**src/rtl/bin_to_sseg.sv**
```systemverilog
// Sequential binary-to-seven-segment encoder for the calculator result path.
// A 20-bit magnitude is converted to six BCD digits with a shift-and-add-3
// engine (20 shifts), then encoded to active-low segment patterns with
// leading-zero blanking, a sign digit and an overflow display.
module bin_to_sseg (
  input  logic        clk,
  input  logic        rst,
  input  logic        start,
  input  logic [19:0] value,
  input  logic        neg,
  output logic [41:0] sseg_out,
  output logic [6:0]  sseg_sign,
  output logic        busy,
  output logic        done,
  output logic        ovf
);

  localparam logic [1:0] IDLE = 2'd0;
  localparam logic [1:0] CONV = 2'd1;
  localparam logic [1:0] ENC  = 2'd2;

  localparam logic [6:0] SegMinus = 7'b1111110;
  localparam logic [6:0] SegBlank = 7'b1111111;

  logic [1:0]  state_q, state_d;
  logic [19:0] shreg_q, shreg_d;
  logic [23:0] bcd_q, bcd_d;
  logic [4:0]  cnt_q, cnt_d;
  logic        neg_q, neg_d;
  logic        ovf_next_q, ovf_next_d;
  logic [41:0] sseg_q, sseg_d;
  logic [6:0]  sign_q, sign_d;
  logic        ovf_q, ovf_d;
  logic        done_q, done_d;

  logic [23:0] bcd_adj;
  logic [41:0] sseg_enc;
  logic [6:0]  sign_enc;

  // Active-low segment pattern for one decimal digit, bit 6 = a.
  function automatic logic [6:0] seg7(input logic [3:0] d);
    logic [6:0] s;
    case (d)
      4'd0:    s = 7'b0000001;
      4'd1:    s = 7'b1001111;
      4'd2:    s = 7'b0010010;
      4'd3:    s = 7'b0000110;
      4'd4:    s = 7'b1001100;
      4'd5:    s = 7'b0100100;
      4'd6:    s = 7'b0100000;
      4'd7:    s = 7'b0001111;
      4'd8:    s = 7'b0000000;
      4'd9:    s = 7'b0000100;
      default: s = SegBlank;
    endcase
    return s;
  endfunction

  // Add-3 correction on every BCD nibble that is 5 or more before shifting.
  always_comb begin
    bcd_adj = bcd_q;
    for (int i = 0; i < 6; i++) begin
      if (bcd_q[4*i +: 4] >= 4'd5) begin
        bcd_adj[4*i +: 4] = bcd_q[4*i +: 4] + 4'd3;
      end
    end
  end

  // Segment encoding of the finished BCD value, with leading-zero blanking.
  always_comb begin
    logic lead;
    sseg_enc = '1;
    sign_enc = SegBlank;
    lead     = 1'b1;
    if (ovf_next_q) begin
      for (int i = 0; i < 6; i++) begin
        sseg_enc[7*i +: 7] = SegMinus;
      end
    end else begin
      // Walk from the top digit down; units digit is always shown.
      for (int i = 5; i >= 0; i--) begin
        lead = lead && (bcd_q[4*i +: 4] == 4'd0);
        if (lead && (i != 0)) begin
          sseg_enc[7*i +: 7] = SegBlank;
        end else begin
          sseg_enc[7*i +: 7] = seg7(bcd_q[4*i +: 4]);
        end
      end
      if (neg_q && (bcd_q != 24'd0)) begin
        sign_enc = SegMinus;
      end
    end
  end

  // Next-state logic for the IDLE -> CONV -> ENC sequence.
  always_comb begin
    state_d    = state_q;
    shreg_d    = shreg_q;
    bcd_d      = bcd_q;
    cnt_d      = cnt_q;
    neg_d      = neg_q;
    ovf_next_d = ovf_next_q;
    sseg_d     = sseg_q;
    sign_d     = sign_q;
    ovf_d      = ovf_q;
    done_d     = 1'b0;
    case (state_q)
      IDLE: begin
        if (start) begin
          shreg_d    = value;
          bcd_d      = 24'd0;
          cnt_d      = 5'd0;
          neg_d      = neg;
          ovf_next_d = (value > 20'd999999);
          state_d    = CONV;
        end
      end
      CONV: begin
        {bcd_d, shreg_d} = {bcd_adj[22:0], shreg_q, 1'b0};
        cnt_d = cnt_q + 5'd1;
        if (cnt_q == 5'd19) begin
          state_d = ENC;
        end
      end
      ENC: begin
        sseg_d  = sseg_enc;
        sign_d  = sign_enc;
        ovf_d   = ovf_next_q;
        done_d  = 1'b1;
        state_d = IDLE;
      end
      default: state_d = IDLE;
    endcase
  end

  // State and output registers; reset blanks the display and aborts conversion.
  always_ff @(posedge clk or posedge rst) begin
    if (rst) begin
      state_q    <= IDLE;
      shreg_q    <= 20'd0;
      bcd_q      <= 24'd0;
      cnt_q      <= 5'd0;
      neg_q      <= 1'b0;
      ovf_next_q <= 1'b0;
      sseg_q     <= '1;
      sign_q     <= SegBlank;
      ovf_q      <= 1'b0;
      done_q     <= 1'b0;
    end else begin
      state_q    <= state_d;
      shreg_q    <= shreg_d;
      bcd_q      <= bcd_d;
      cnt_q      <= cnt_d;
      neg_q      <= neg_d;
      ovf_next_q <= ovf_next_d;
      sseg_q     <= sseg_d;
      sign_q     <= sign_d;
      ovf_q      <= ovf_d;
      done_q     <= done_d;
    end
  end

  assign sseg_out  = sseg_q;
  assign sseg_sign = sign_q;
  assign ovf       = ovf_q;
  assign done      = done_q;
  assign busy      = (state_q != IDLE);

endmodule
```
**config.mk**
```make
export PLATFORM = sky130hd
export DESIGN_NAME = bin_to_sseg
export DESIGN_NICKNAME = d
export VERILOG_FILES = /design/src/rtl/bin_to_sseg.sv
export SDC_FILE = /design/constraint.sdc
export NUM_CORES = 1
export LEC_CHECK = 0
export CAP_MARGIN = 20
export CORE_MARGIN = 2
export CORE_UTILIZATION = 23
export CTS_CLUSTER_SIZE = 25
export DETAILED_ROUTE_END_ITERATION = 12
export HOLD_SLACK_MARGIN = 0.08
export PLACE_DENSITY = 0.46
export SLEW_MARGIN = 20
export SYNTH_ARGS = -nofsm -noshare
export SYNTH_HDL_FRONTEND = slang
export SYNTH_SLANG_ARGS = --single-unit
```
**constraint.sdc**
```tcl
create_clock -name clk -period 9.7 [get_ports clk]
set_input_delay 1.94 -clock clk [delete_from_list [all_inputs] [get_ports clk]]
set_output_delay 1.94 -clock clk [all_outputs]
set_load 0.03 [all_outputs]
```
==> qor.txt, run 1 <==
outcome: complete, no violations
# setup viols final: 0
synthesis-to-finish area growth: 23.31%
flop-to-flop setup slack: 7.47 ns
met1 Track Usage GR: 0.1523
Root Driver: clkbuf_16
CP required: 7.76 ns
pin count of the biggest net entering global routing: 71
Core Util, Final: 0.2895
peak supply drop: 0.00009042 V
number of fill cells in the layout: 2,396
global route hottest layer: met2
Synth area leaders: dfrtp_1, dfstp_2, ha_1, a21oi_1, o21ai_0
Post-synth ARST share: 1.000
Worst Hold Class: reg -> reg
final slew viol count: 0
fin area: 6554 um2
RSZ-0062 raised after global routing: no
Post-DRT Antenna Nets: 0
Slew HR: 0.3889
met2 usage: 0.1882
# IOs: 76
Register-to-Register Path Depth: 6
Worst-path clk slew: 0.07 ns
Cell Area, Synth: 5315 um2
CTS tree: yes
Layout Nets: 691
vias: 4,226
Post-synth EDFFs: 0
DR vias/cell: 4.564
antenna fix cells: 0
CP arrival: 1.63 ns
# resized after CTS: 0
Worst path slowest cell: clkdlybuf4s50_1
Worst R2R End: sseg_sign[0]$_DFFE_PP1P_
CP endpoint: busy
CTS Buf Count: 9
Setup CP Type: reg -> out
vias in the first global route: 4,224
actual slew at the worst max-slew pin: 0.9166 ns
fin crit period: 3.566 ns
placeable core area: 22,640 um2
area leader, netlist: dfrtp_1
routing usage on met3: 0.02472
WL final: 13.30 mm
FMAX: 280.5 MHz
fraction of layout cells with a size suffix above 1: 0.1201
DR DRC count: 0
post-DP HPWL: 9.024 mm
H-Tree Depth: 3
Worst path max stage delay: 0.60 ns
register area share after synthesis: 0.4715
Initial Util: 0.2348
startpoint types: flip-flop
Yosys cell types: 43
Placement Cell Area: 6262 um2
post-synthesis cell count: 584
dominant register cell in the synthesized netlist: dfrtp_1
Final Cycle Share: 0.3676
worst-skew pair later-pin latency: 0.35 ns
final setup TNS: 0 ns
Site Rows: 55
Synth top area share: 0.2589
Max Cap Viol: 0
IO buf count: 69
routability congestion estimate: 0.7922
Critical Path, Cell by Cell: nor2_1 -> inv_1 -> clkdlybuf4s50_1
synth cell count leaders: a21oi_1, dfrtp_1, o21ai_0
Clock Tree Buf Depth: 2
Post-CTS Setup Inserts: 0
Crit. Startpoint: state_q[1]$_DFFE_PP0P_
reg2reg start: bcd_q[21]$_DFFE_PP0P_
Fin. Hold Viols: 0
final routed wire length divided by cell count: 14.36 um
P per Cell Area: 378.2 nW/um2
first-pass GRT wire length: 22.36 mm
total grt overflow: 0
Mean Syn Cell Area: 9.101 um2
CTS Sinks: 98
crit end category: output pin
total track usage: 0.1151
most frequent cell after synthesis: a21oi_1
die width: 156.0 um
Die Ht: 156.0 um
die area: 24,340 um2
Synth Warn #: 0
initial DRC count: 274
Pleak: 2.734 nW
Final Skew: 0.01252 ns
CTS Hold Bufs: 0
#FFs+latches synth: 98
CP Max Fanout: 6
initial antenna violation count: 0
DRT Pass-1 Iters: 4
worst min path at each step:
stage,depth (start not counted),to,start
global route,1,sseg_sign[0]$_DFFE_PP1P_,neg_q$_DFFE_PP0P_
detailed placement,1,sseg_sign[0]$_DFFE_PP1P_,neg_q$_DFFE_PP0P_
finish,1,sseg_sign[0]$_DFFE_PP1P_,neg_q$_DFFE_PP0P_
CTS,1,sseg_sign[0]$_DFFE_PP1P_,neg_q$_DFFE_PP0P_
global placement,1,sseg_sign[0]$_DFFE_PP1P_,neg_q$_DFFE_PP0P_
floorplan,1,sseg_sign[0]$_DFFE_PP1P_,neg_q$_DFFE_PP0P_
state kept, by name (all words and copies together) (netlist names):
signal,count
sseg_out,42
bcd_q,24
shreg_q,20
cnt_q,5
state_q,2
done,1
neg_q,1
ovf,1
ovf_next_q,1
sseg_sign,1
layout make-up:
| class | instances | area [um2] | share of cell area |
|---|---|---|---|
| Clock buffer | 11 | 232.7 | 0.03551 |
| Clock inverter | 5 | 56.30 | 0.008591 |
| Inverter | 49 | 186.4 | 0.02845 |
| Multi-Input combinational cell | 403 | 2480 | 0.3784 |
| Sequential cell | 98 | 2506 | 0.3824 |
| Tap cell | 285 | 356.6 | 0.05441 |
| Timing Repair Buffer | 75 | 735.7 | 0.1123 |
placed cells by master (no fill, tap or decap), types with 5 or more instances in the layout:
cell and count:
dfrtp_1 55, inv_1 48, dfstp_2 43, nor2_1 48
conb_1 6, nor3_1 13, a31oi_1 7, nand3_1 12
xnor2_1 9, a22o_1 8, mux2i_1 8, ha_1 31
o22ai_1 18, clkbuf_16 9, nand2b_1 5, nand2_1 51
buf_4 6, a21oi_1 64, o21ai_0 55, o22a_1 18
nor3b_1 5, clkdlybuf4s50_1 69
cell families after synthesis:
| logic type | Yosys count | share of synthesized area |
|---|---|---|
| AO/OA/AOI/OAI | 189 | 0.2126 |
| AND/OR/NAND/NOR | 158 | 0.1408 |
| flip-flops | 98 | 0.4715 |
| buffers and inverters | 88 | 0.06733 |
| adder cells (fa/ha/maj) | 31 | 0.07298 |
| multiplexers | 10 | 0.01930 |
| XOR/XNOR | 9 | 0.01483 |
| other | 1 | 0.0007055 |
where the power goes:
part | switching [mW] | internal (mW) | leakage [nW]
Combinational | 0.682 | 0.541 | 1.47
Clock | 0.163 | 0.201 | 0.140
Sequential | 0.222 | 0.669 | 1.12
Total | 1.07 | 1.41 | 2.73
worst max-delay path, delay by kind of cell, from the launching register on:
family,cells,cell delay [ns]
buf+inv,2,0.66
flops,1,0.43
simple gates,1,0.18
per-layer routing:
| layer | share of wire | up-vias |
|---|---|---|
| li1 | - | 2116 |
| met1 | 0.49 | 2032 |
| met2 | 0.47 | 67 |
| met3 | 0.029 | 11 |
| met4 | 0.013 | 0 |
| met5 | 0 | - |
through the flow:
step	total power, mW	std cells	hold WS [ns]	setup slack [ns]
2_1_floorplan	1.742	589	0.3925	5.269
3_3_place_gp	2.107	910	0.4388	6.002
3_5_place_dp	2.132	910	0.4310	5.942
4_1_cts	2.510	926	0.4278	6.116
5_1_grt	2.698	926	0.4737	6.011
6_report	2.479	926	0.4276	6.134
Power figures use the tool's default switching activity.
==> inputs of run 2 (changes only) <==
==> constraint.sdc (replaced) <==
create_clock -name clk -period 3.45 [get_ports clk]
set_input_delay 0.69 -clock clk [delete_from_list [all_inputs] [get_ports clk]]
set_output_delay 0.69 -clock clk [all_outputs]
set_load 0.03 [all_outputs]
==> qor.txt, run 2 (same netlist as run 1, synthesis figures left out) <==
# resized after CTS: 0
max FFs per register: 42
synthesis-to-finish area growth: 24.69%
first-pass GRT wire length: 21.68 mm
Site Rows: 55
FMAX: 436.8 MHz
net load switching power: 2.972 mW
routability congestion estimate: 0.7861
worst-skew pair later-pin latency: 0.35 ns
die area: 24,340 um2
Clock power frac: 0.154
WL final: 13.13 mm
Core Util, Final: 0.2927
pin count of the biggest net entering global routing: 55
die width: 156.0 um
final setup TNS: 0 ns
most frequent cells in the layout: clkdlybuf4s50_1, a21oi_1, o21ai_0, dfrtp_1, nand2_1
CTS Buf Count: 9
placeable core area: 22,640 um2
placed cell count: 915
Sequential Power Share: 0.356
Worst Hold Class: reg -> reg
DR DRC count: 0
initial DRC count: 264
DRT Pass-1 Iters: 4
# setup viols final: 0
vias in the first global route: 4,121
switching share of total power: 0.4221
CTS Sinks: 98
CP required: 2.76 ns
final cell count without fillers: 931
Fin. Hold Viols: 0
RSZ-0062 raised after global routing: no
startpoint types: flip-flop
antenna fix cells: 0
actual slew at the worst max-slew pin: 0.9220 ns
commonest non-fill, non-tap cell in the layout: clkdlybuf4s50_1
Layout Nets: 696
IO buf count: 69
Pleak: 2.776 nW
number of fill cells in the layout: 2,360
CTS tree: yes
CP Max Fanout: 6
H-Tree Depth: 3
Setup CP Type: reg -> out
final slew viol count: 0
Worst-path clk slew: 0.06 ns
Root Driver: clkbuf_16
Gate power share: 0.490
initial antenna violation count: 0
peak supply drop: 0.0002525 V
total track usage: 0.1121
Tot Pwr: 7.041 mW
Max Cap Viol: 0
CP arrival: 1.60 ns
vias: 4,235
Post-CTS Setup Inserts: 0
Initial Util: 0.2348
Slew HR: 0.3854
Die Ht: 156.0 um
flop-to-flop setup slack: 1.20 ns
DR vias/cell: 4.549
post-DP HPWL: 9.496 mm
CTS Hold Bufs: 0
Clock Tree Buf Depth: 2
fraction of layout cells with a size suffix above 1: 0.1238
total grt overflow: 0
fin crit period: 2.289 ns
Final Cycle Share: 0.6636
# IOs: 76
P per Cell Area: 1062 nW/um2
Final Skew: 0.01028 ns
Post-DRT Antenna Nets: 0
crit end category: output pin
Internal Power: 4.069 mW
final routed wire length divided by cell count: 14.11 um
outcome: complete, no violations
[run 2: cell count changes in the layout (fill, tap and decap cells not counted)]
| cell | delta |
|---|---|
| clkbuf_8 | +1 |
| buf_12 | +1 |
| clkinvlp_4 | -1 |
| nand2_2 | -1 |
| buf_4 | +4 |
| clkinv_2 | -1 |
| inv_6 | -1 |
| bufinv_16 | +1 |
| nand2_1 | +1 |
| clkbuf_1 | +1 |
[run 2: final cells by class]
class                           instances  area (um2)  area share
Inverter                               49       186.4     0.02813
Clock inverter                          3       65.06    0.009817
Sequential cell                        98        2506      0.3781
Timing Repair Buffer                   80       785.8      0.1186
Multi-Input combinational cell        403        2477      0.3738
Tap cell                              285       356.6     0.05380
Clock buffer                           13       250.2     0.03776
[run 2: power by group through the flow]
stage	clock (mW)	sequential, mW	combinational [mW]
after CTS	1.13	2.52	3.50
after global placement	0	2.51	3.45
final	1.08	2.51	3.45
after detailed placement	0	2.54	3.48
after global routing	1.18	2.62	3.84
after floorplan	0	2.78	2.12
[run 2: metal layers]
metal / track usage / wire length [um] / up-vias
met2: 0.1829 / 6241 / 86
met4: 0.02927 / 133 / 0
li1: - / - / 2123
met3: 0.02833 / 574 / 10
met1: 0.1483 / 6182 / 2016
met5: 0 / 0 / -
[run 2: worst max-delay path: stages (launching register included)]
cell             delay [ns]
dfrtp_1                0.44
nor2_1                 0.09
inv_1                  0.06
clkdlybuf4s50_1        0.67
[run 2: stage by stage]
stage	setup WS (ns)	area, um2	hold WS [ns]
3_3_place_gp	1.049	6312	0.4523
4_1_cts	1.126	6628	0.4649
6_report	1.161	6628	0.4591
2_1_floorplan	0.2691	5334	0.3925
3_5_place_dp	1.032	6312	0.4552
5_1_grt	1.032	6628	0.4828
[run 2: worst paths after layout]
check                                              start                       end  cells past startpoint
worst min register to register  sseg_out[36]$_DFFE_PP1P_  sseg_out[36]$_DFFE_PP1P_                      2
min in group asynchronous                            rst    state_q[0]$_DFFE_PP0P_                      2
max in group asynchronous                            rst   sseg_out[6]$_DFFE_PP1P_                      3
worst max register to register     bcd_q[20]$_DFFE_PP0P_  sseg_sign[0]$_DFFE_PP1P_                      6
worst min-delay path            sseg_out[36]$_DFFE_PP1P_  sseg_out[36]$_DFFE_PP1P_                      2
worst max-delay path              state_q[1]$_DFFE_PP0P_                      busy                      3
